## src/rtl/if_id_buffer.sv

```systemverilog
// if_id_buffer: IF/ID pipeline buffer for the 5-stage MIPS core.
// It holds up to two fetched words (instruction + PC+4) in a skid FIFO and
// hands them to decode in strict fetch order.
//
// Handshake: a word moves on an edge where valid and ready are both 1
// (push = if_valid & if_ready, pop = id_valid & id_ready). Once valid is
// raised, its payload stays stable until it is consumed. if_ready and
// id_valid are decoded from registered state only, so there is no
// combinational path from id_ready to if_ready.
//
// The occupancy output is the FSM state encoding (EMPTY=0, ONE=1, FULL=2)
// and doubles as the state debug port.
//
// Optional feature macro: IFID_STALLCNT_EN adds the stall_cnt output, a
// 16-bit saturating count of edges where fetch offered a word that was
// refused. It is cleared only by rst_n.
module if_id_buffer #(
    parameter int IW = 32,
    parameter int AW = 32
) (
    input  logic          clk,
    input  logic          rst_n,
    input  logic          if_valid,
    output logic          if_ready,
    input  logic [IW-1:0] if_instr,
    input  logic [AW-1:0] if_pc4,
    input  logic          flush,
    output logic          id_valid,
    input  logic          id_ready,
    output logic [IW-1:0] id_instr,
    output logic [AW-1:0] id_pc4,
    output logic [1:0]    occupancy
`ifdef IFID_STALLCNT_EN
    ,
    output logic [15:0]   stall_cnt
`endif
);

    typedef enum logic [1:0] {
        EMPTY = 2'd0,
        ONE   = 2'd1,
        FULL  = 2'd2
    } state_t;

    state_t        state_q, state_d;
    // Entries form a 2-slot ring; head_q selects the slot shown to decode.
    // Using a pointer instead of shifting keeps data flops written on push only.
    logic          head_q, head_d;
    logic [IW-1:0] instr0_q, instr0_d;
    logic [IW-1:0] instr1_q, instr1_d;
    logic [AW-1:0] pc0_q, pc0_d;
    logic [AW-1:0] pc1_q, pc1_d;

    logic push;
    logic pop;
    logic wr_idx;

    // Handshake outputs are pure decodes of the registered state.
    always_comb begin
        if_ready  = (state_q != FULL);
        id_valid  = (state_q != EMPTY);
        occupancy = state_q;
        push      = if_valid & if_ready;
        pop       = id_valid & id_ready;
        // With one word held the free slot is the other one; otherwise the head slot.
        wr_idx    = head_q ^ (state_q == ONE);
        if (!id_valid) begin
            id_instr = '0;
            id_pc4   = '0;
        end else if (head_q) begin
            id_instr = instr1_q;
            id_pc4   = pc1_q;
        end else begin
            id_instr = instr0_q;
            id_pc4   = pc0_q;
        end
    end

    // Next-state, head pointer and entry writes; flush overrides push and pop.
    always_comb begin
        state_d  = state_q;
        head_d   = head_q;
        instr0_d = instr0_q;
        instr1_d = instr1_q;
        pc0_d    = pc0_q;
        pc1_d    = pc1_q;
        if (flush) begin
            state_d = EMPTY;
        end else begin
            if (push) begin
                if (wr_idx) begin
                    instr1_d = if_instr;
                    pc1_d    = if_pc4;
                end else begin
                    instr0_d = if_instr;
                    pc0_d    = if_pc4;
                end
            end
            if (pop) begin
                head_d = ~head_q;
            end
            case (state_q)
                EMPTY: begin
                    if (push) state_d = ONE;
                end
                ONE: begin
                    if (push && !pop)      state_d = FULL;
                    else if (pop && !push) state_d = EMPTY;
                end
                FULL: begin
                    if (pop) state_d = ONE;
                end
                default: state_d = EMPTY;
            endcase
        end
    end

    // State, pointer and entry registers.
    always_ff @(posedge clk or negedge rst_n) begin
        if (!rst_n) begin
            state_q  <= EMPTY;
            head_q   <= 1'b0;
            instr0_q <= '0;
            instr1_q <= '0;
            pc0_q    <= '0;
            pc1_q    <= '0;
        end else begin
            state_q  <= state_d;
            head_q   <= head_d;
            instr0_q <= instr0_d;
            instr1_q <= instr1_d;
            pc0_q    <= pc0_d;
            pc1_q    <= pc1_d;
        end
    end

`ifdef IFID_STALLCNT_EN
    logic [15:0] stall_cnt_q, stall_cnt_d;

    // Count refused fetch offers, saturating at all-ones.
    always_comb begin
        stall_cnt_d = stall_cnt_q;
        if (if_valid && !if_ready && (stall_cnt_q != 16'hFFFF)) begin
            stall_cnt_d = stall_cnt_q + 16'd1;
        end
    end

    // Stall counter register; only reset clears it.
    always_ff @(posedge clk or negedge rst_n) begin
        if (!rst_n) stall_cnt_q <= '0;
        else        stall_cnt_q <= stall_cnt_d;
    end

    assign stall_cnt = stall_cnt_q;
`endif

endmodule

```

## config.mk

```make
export PLATFORM = sky130hd
export DESIGN_NAME = if_id_buffer
export DESIGN_NICKNAME = d
export VERILOG_FILES = /design/src/rtl/if_id_buffer.sv
export SDC_FILE = /design/constraint.sdc
export NUM_CORES = 1
export LEC_CHECK = 0
export ABC_AREA = 1
export ABC_CLOCK_PERIOD_IN_PS = 1800
export BUFFER_PORTS_ARGS = -buffer_cell sky130_fd_sc_hd__buf_2
export CAP_MARGIN = 10
export CORE_MARGIN = 2
export CORE_UTILIZATION = 50
export DETAILED_ROUTE_END_ITERATION = 8
export HOLD_SLACK_MARGIN = 0.1
export PLACE_DENSITY = 0.74
export SYNTH_ARGS = -nofsm -noshare
export SYNTH_HDL_FRONTEND = slang
export SYNTH_SLANG_ARGS = --single-unit
```

## constraint.sdc

```tcl
create_clock -name clk -period 1.8 [get_ports clk]
set_clock_uncertainty 0.05 [all_clocks]
set_input_delay 0.18 -clock clk [delete_from_list [all_inputs] [get_ports clk]]
set_output_delay 0.18 -clock clk [all_outputs]
set_load 0.01 [all_outputs]
```

# Yosys cells after proc, flatten, opt, wreduce, memory -nomap -nowiden
# Index checks and enable logic that the tools add are counted.
[word_totals] register_bits=131 input_bits=69 output_inout_bits=68 wordCells=38
[op_classes] n_eq_ne=6 muxes=10 bitwise_logic=6 reduce_logical=10
[op_table] cell="$mux W32" n=4
[op_table] cell="$mux W2" n=5
[op_table] cell="$reduce_and A3 Y1" n=3
[op_table] cell="$ne A3 B3 Y1 const B" n=2
[op_table] cell="$pmux W2 S3" n=1
[op_table] cell="$ne A4 B2 Y1 const B" n=1
[op_table] cell="$not A1 Y1" n=3
[op_table] cell="$and A1 B1 Y1" n=2
[op_table] cell="$eq A2 B1 Y1 const B" n=1
[op_table] cell="$eq A2 B2 Y1 const B" n=1
[op_table] cell="$logic_and A1 B1 Y1" n=2
[op_table] cell="$logic_not A1 Y1" n=2
[op_table] cell="$logic_not A2 Y1" n=1
[op_table] cell="$ne A2 B2 Y1 const B" n=1
[op_table] cell="$reduce_and A2 Y1" n=1
[op_table] cell="$reduce_bool A2 Y1" n=1
[op_table] cell="$xor A1 B1 Y1" n=1

# Longest topological paths before layout
[logic_depth] depth_word=8 mapped_depth=9 depth_no_buf=8

# Worst setup path before layout
# Ideal clock, no wire load.
[synth_timing] path_type="reg2out" from="register head_q" to="output port id_instr[0]" arrival_ps=1217 required_time_ps=1570 slack_ps=353 path_stages_with_launch=6 path_buffers=2 path_cell_list="dfrtp_1 > inv_1 > buf_2 > buf_1 > nand2_1 > a21oi_1"
[synth_between] elab_chain_cells=2
[synth_lines] item="start: declaration" line="48" text="logic head_q, head_d;"
[synth_lines] item="start signal: assignment" line="122" text="head_q <= 1'b0;"
[synth_lines] item="start signal: assignment" line="129" text="head_q <= head_d;"
[synth_lines] item="$mux W32" line="70" text="end else if (head_q) begin"
[synth_lines] item="$mux W32" line="67" text="if (!id_valid) begin"
[synth_lines] item="end: declaration" line="30" text="output logic [IW-1:0] id_instr,"
# No other way between the ends.

# Worst setup path after layout
[layout_timing] from="register head_q" to="output port id_pc4[14]"
[layout_between] elab_chain_cells=2
[layout_lines] item="$mux W32" line="70"
[layout_lines] item="$mux W32" line="67"
[layout_lines] item="end: declaration" line="31" text="output logic [AW-1:0] id_pc4,"
# No other way between the ends.

==> key figures <==
Cells and area
  – Area Overhead vs Synth: 44.7%
  – Post-route cell area: around 0.009 sq mm
  – Final core utilization: approximately three quarters
  – Final net count: ~1100
  – Multi-input logic area: ~0.0028 sq mm
  – Sequential Area: around 0.0033 sq mm
  – Layout cell share with drive strength beyond 1: about 28%
  – Fill count: 855
  – Antenna Cells: 0

Die
  – Die Area: 0.0134 sq mm
  – Row count: 40
  – Die width: 116 um
  – Ports: approximately 140
  – Core box area: about 0.012 sq mm
  – Initial core utilization: about 52%
  – Die height: ~120 um

Timing
  – Max-slew headroom: between 70% and 80%
  – Slew @ Worst Pin: 384 ps
  – Highest Clock Rate: 0.543 GHz
  – Worst setup margin: -41.8 ps
  – Min cycle time layout: about 1800 ps
  – Final period util: 102%
  – Hold Vio Cnt, Final: 0
  – RSZ-0062 raised after global routing: true
  – Max Slew Vio Count: 0
  – Final setup viols: 12

CTS
  – Max clock buf depth: 2
  – CTS tree: built
  – Clock transition at path regs: ~60 ps
  – Num CTS Buffers: 17
  – Worst skew pair latency: 410 ps
  – Number of clock sinks: 131
  – H-tree depth: 4
  – Root buf cell: clkbuf_16

Yosys
  – Sequential area share after synthesis: 52.7%
  – Synth top area cells: dfrtp_1 (53%), nand2_1 (24%), nand3_1 (11%), a21oi_1 (5.2%), buf_6 (2.2%)
  – Gate Count Post-Synth: 806
  – Seq cells post-synth: around 130
  – Distinct cell type count after synthesis: 17
  – Syn_nets: about 880
  – Avg Inst Size Synth: 7.72 sq um
  – Synth warnings: 0
  – Yosys top cell area share: between 50% and 60%
  – Cell area after synthesis: 0.00623 sq mm
  – Area leader, netlist: dfrtp_1

Critical path
  – RR Endpoint: instr1_q[1]
  – CP arrival: 1610 ps
  – Worst Setup SP: head_q
  – Crit path capture type: output port
  – WS Path Type: reg2out
  – Startpoint types: flip-flop
  – FF-to-FF setup slack: 20 ps
  – Worst r2r path cells: 10
  – FF-to-FF Start: occupancy[1]
  – CP max FO: 9
  – Crit path required time: about 1600 ps

Route
  – Drt via density: between 5 and 6
  – Initial DRT Pass Iterations: 5
  – DRT Wirelength: slightly above 20000 um
  – Number of DRC markers in iteration 0: around 700
  – Via Count: 6480
  – Final ANT Viol Nets: 0
  – Wirelength per Cell: approximately 17 um
  – # DRC: 0

Job
  – Max cap viols: 0

Power and ir drop
  – Reg power frac: between 30% and 40%
  – Clock power frac: between 20% and 30%
  – PwrDens: 1720 mW/mm^2
  – Combinational fraction of design power: around 41%
  – Power Internal: around 9.5 mW
  – Maximum vdd drop: just under 0.8 mV
  – P_sw: 5.98 mW
  – Sw frac: about two fifths
  – Leak Pwr: ~4.7 nW

Run status
  – Failing checks: negative setup slack
  – Status: finished with violations

Place
  – GPL Wtd Cong: between 0.8 and 0.9
  – Setup WS pre-CTS: 150 ps
  – Count of input and output buffers: 136
  – Placed cell areas: around 0.0070 sq mm
  – Hpwl dp: 9580 um

GRT
  – Largest net degree at the start of global routing: 85
  – Total track usage: about 29%
  – Vias in the first global route: roughly 6000
  – Global route overflow: 0
  – First-pass GRT wire length: around 30000 um
  – Initial antenna violation count: 0

Hold path
  – Path type of the worst min-delay path: in2async
## cell families (layout without fill, tap and decap cells)
kind of cell           Yosys count  count (layout)  synth area share [%]
AND/OR/NAND/NOR                539             539                  35.4
XOR/XNOR                         1               1                 0.141
AO/OA/AOI/OAI                   66              66                  5.31
buffers and inverters           69             282                  6.49
flip-flops                     131             131                  52.7
## power groups by stage
stage | Combinational, mW | Sequential [mW] | Clock, mW
after floorplan | 3.38 | 4.89 | 0
after global placement | 4.87 | 5.03 | 0
after detailed placement | 4.98 | 5.07 | 0
after CTS | 5.60 | 5.07 | 4.02
after global routing | 6.95 | 5.34 | 4.19
final | 6.33 | 5.18 | 4.00
## registers in the layout (all words and copies together), names as in the netlist
| signal | count |
|---|---|
| occupancy | 2 |
| instr1_q | 32 |
| instr0_q | 32 |
| head_q | 1 |
| pc1_q | 32 |
| pc0_q | 32 |
## synthesized netlist by cell type
master / count
buf_1: 13
nand4_1: 1
buf_2: 26
xor2_1: 1
inv_1: 7
dfrtp_1: 131
nor2_1: 4
clkbuf_1: 4
buf_6: 12
buf_4: 6
nand3_1: 131
inv_2: 1
a21oi_1: 65
o21ai_0: 1
nand2_1: 399
nand2_2: 3
nor2_4: 1
## final cells by class
cell class              count  area share [%]
multi-input cells         606            30.7
clock inverters            12            2.50
inverters                   8           0.472
flip-flops and latches    131            36.4
repair buffers            242            22.4
clock buffers              20            5.18
well taps                 168            2.33
## through the flow
stage          setup TNS (ps)  hold slack, ps  instances  power, mW
2_1_floorplan               0            -166        806       8.26
3_3_place_gp                0            72.8       1067       9.90
3_5_place_dp                0            71.2       1067       10.0
4_1_cts                     0             191       1177       14.7
5_1_grt                 -2410             214       1187       16.5
6_report                 -234             192       1187       15.5
## per-layer routing
layer  GRT usage, %  up-vias  wire [um]
met5              0        -          0
met4           10.3        0        499
li1               -     2996          -
met2           46.7      347      10000
met3           6.01       55       1560
met1           38.1     3082       8140
## worst max path at each step
stage / end / cells past startpoint
after floorplan: id_instr[0] / 5
after global placement: pc0_q[18] / 7
after detailed placement: pc0_q[10] / 7
after CTS: id_pc4[6] / 5
after global routing: id_pc4[13] / 5
final: id_pc4[14] / 5
## critical path: stages, from the launching register on
cell and delay [ps]:
dfrtp_2 500, clkinv_8 140, clkbuf_16 180, nand2_2 60, a21oi_2 140, buf_2 170
## cell usage in the layout, fill, tap and decap left out, drive strengths merged
master,instances
inv,8
dlygate4sd3,68
nand4,1
clkbuf,26
clkinv,3
nand3,131
nand2,402
o21ai,1
bufinv,6
dfrtp,131
nor2,5
xor2,1
a21oi,65
clkinvlp,3
buf,168
## timing repair
item | in CTS | in global routing
endpoints found under the setup margin | 64 | 120
gates cloned | 4 | 7
buffers inserted | 6 | 3
hold endpoints to repair | 261 | 0
resized for setup | 27 | 56
pin swaps | 1 | 2
hold buffers | 68 | 0
Note: power is estimated with default switching activity, not from simulation.
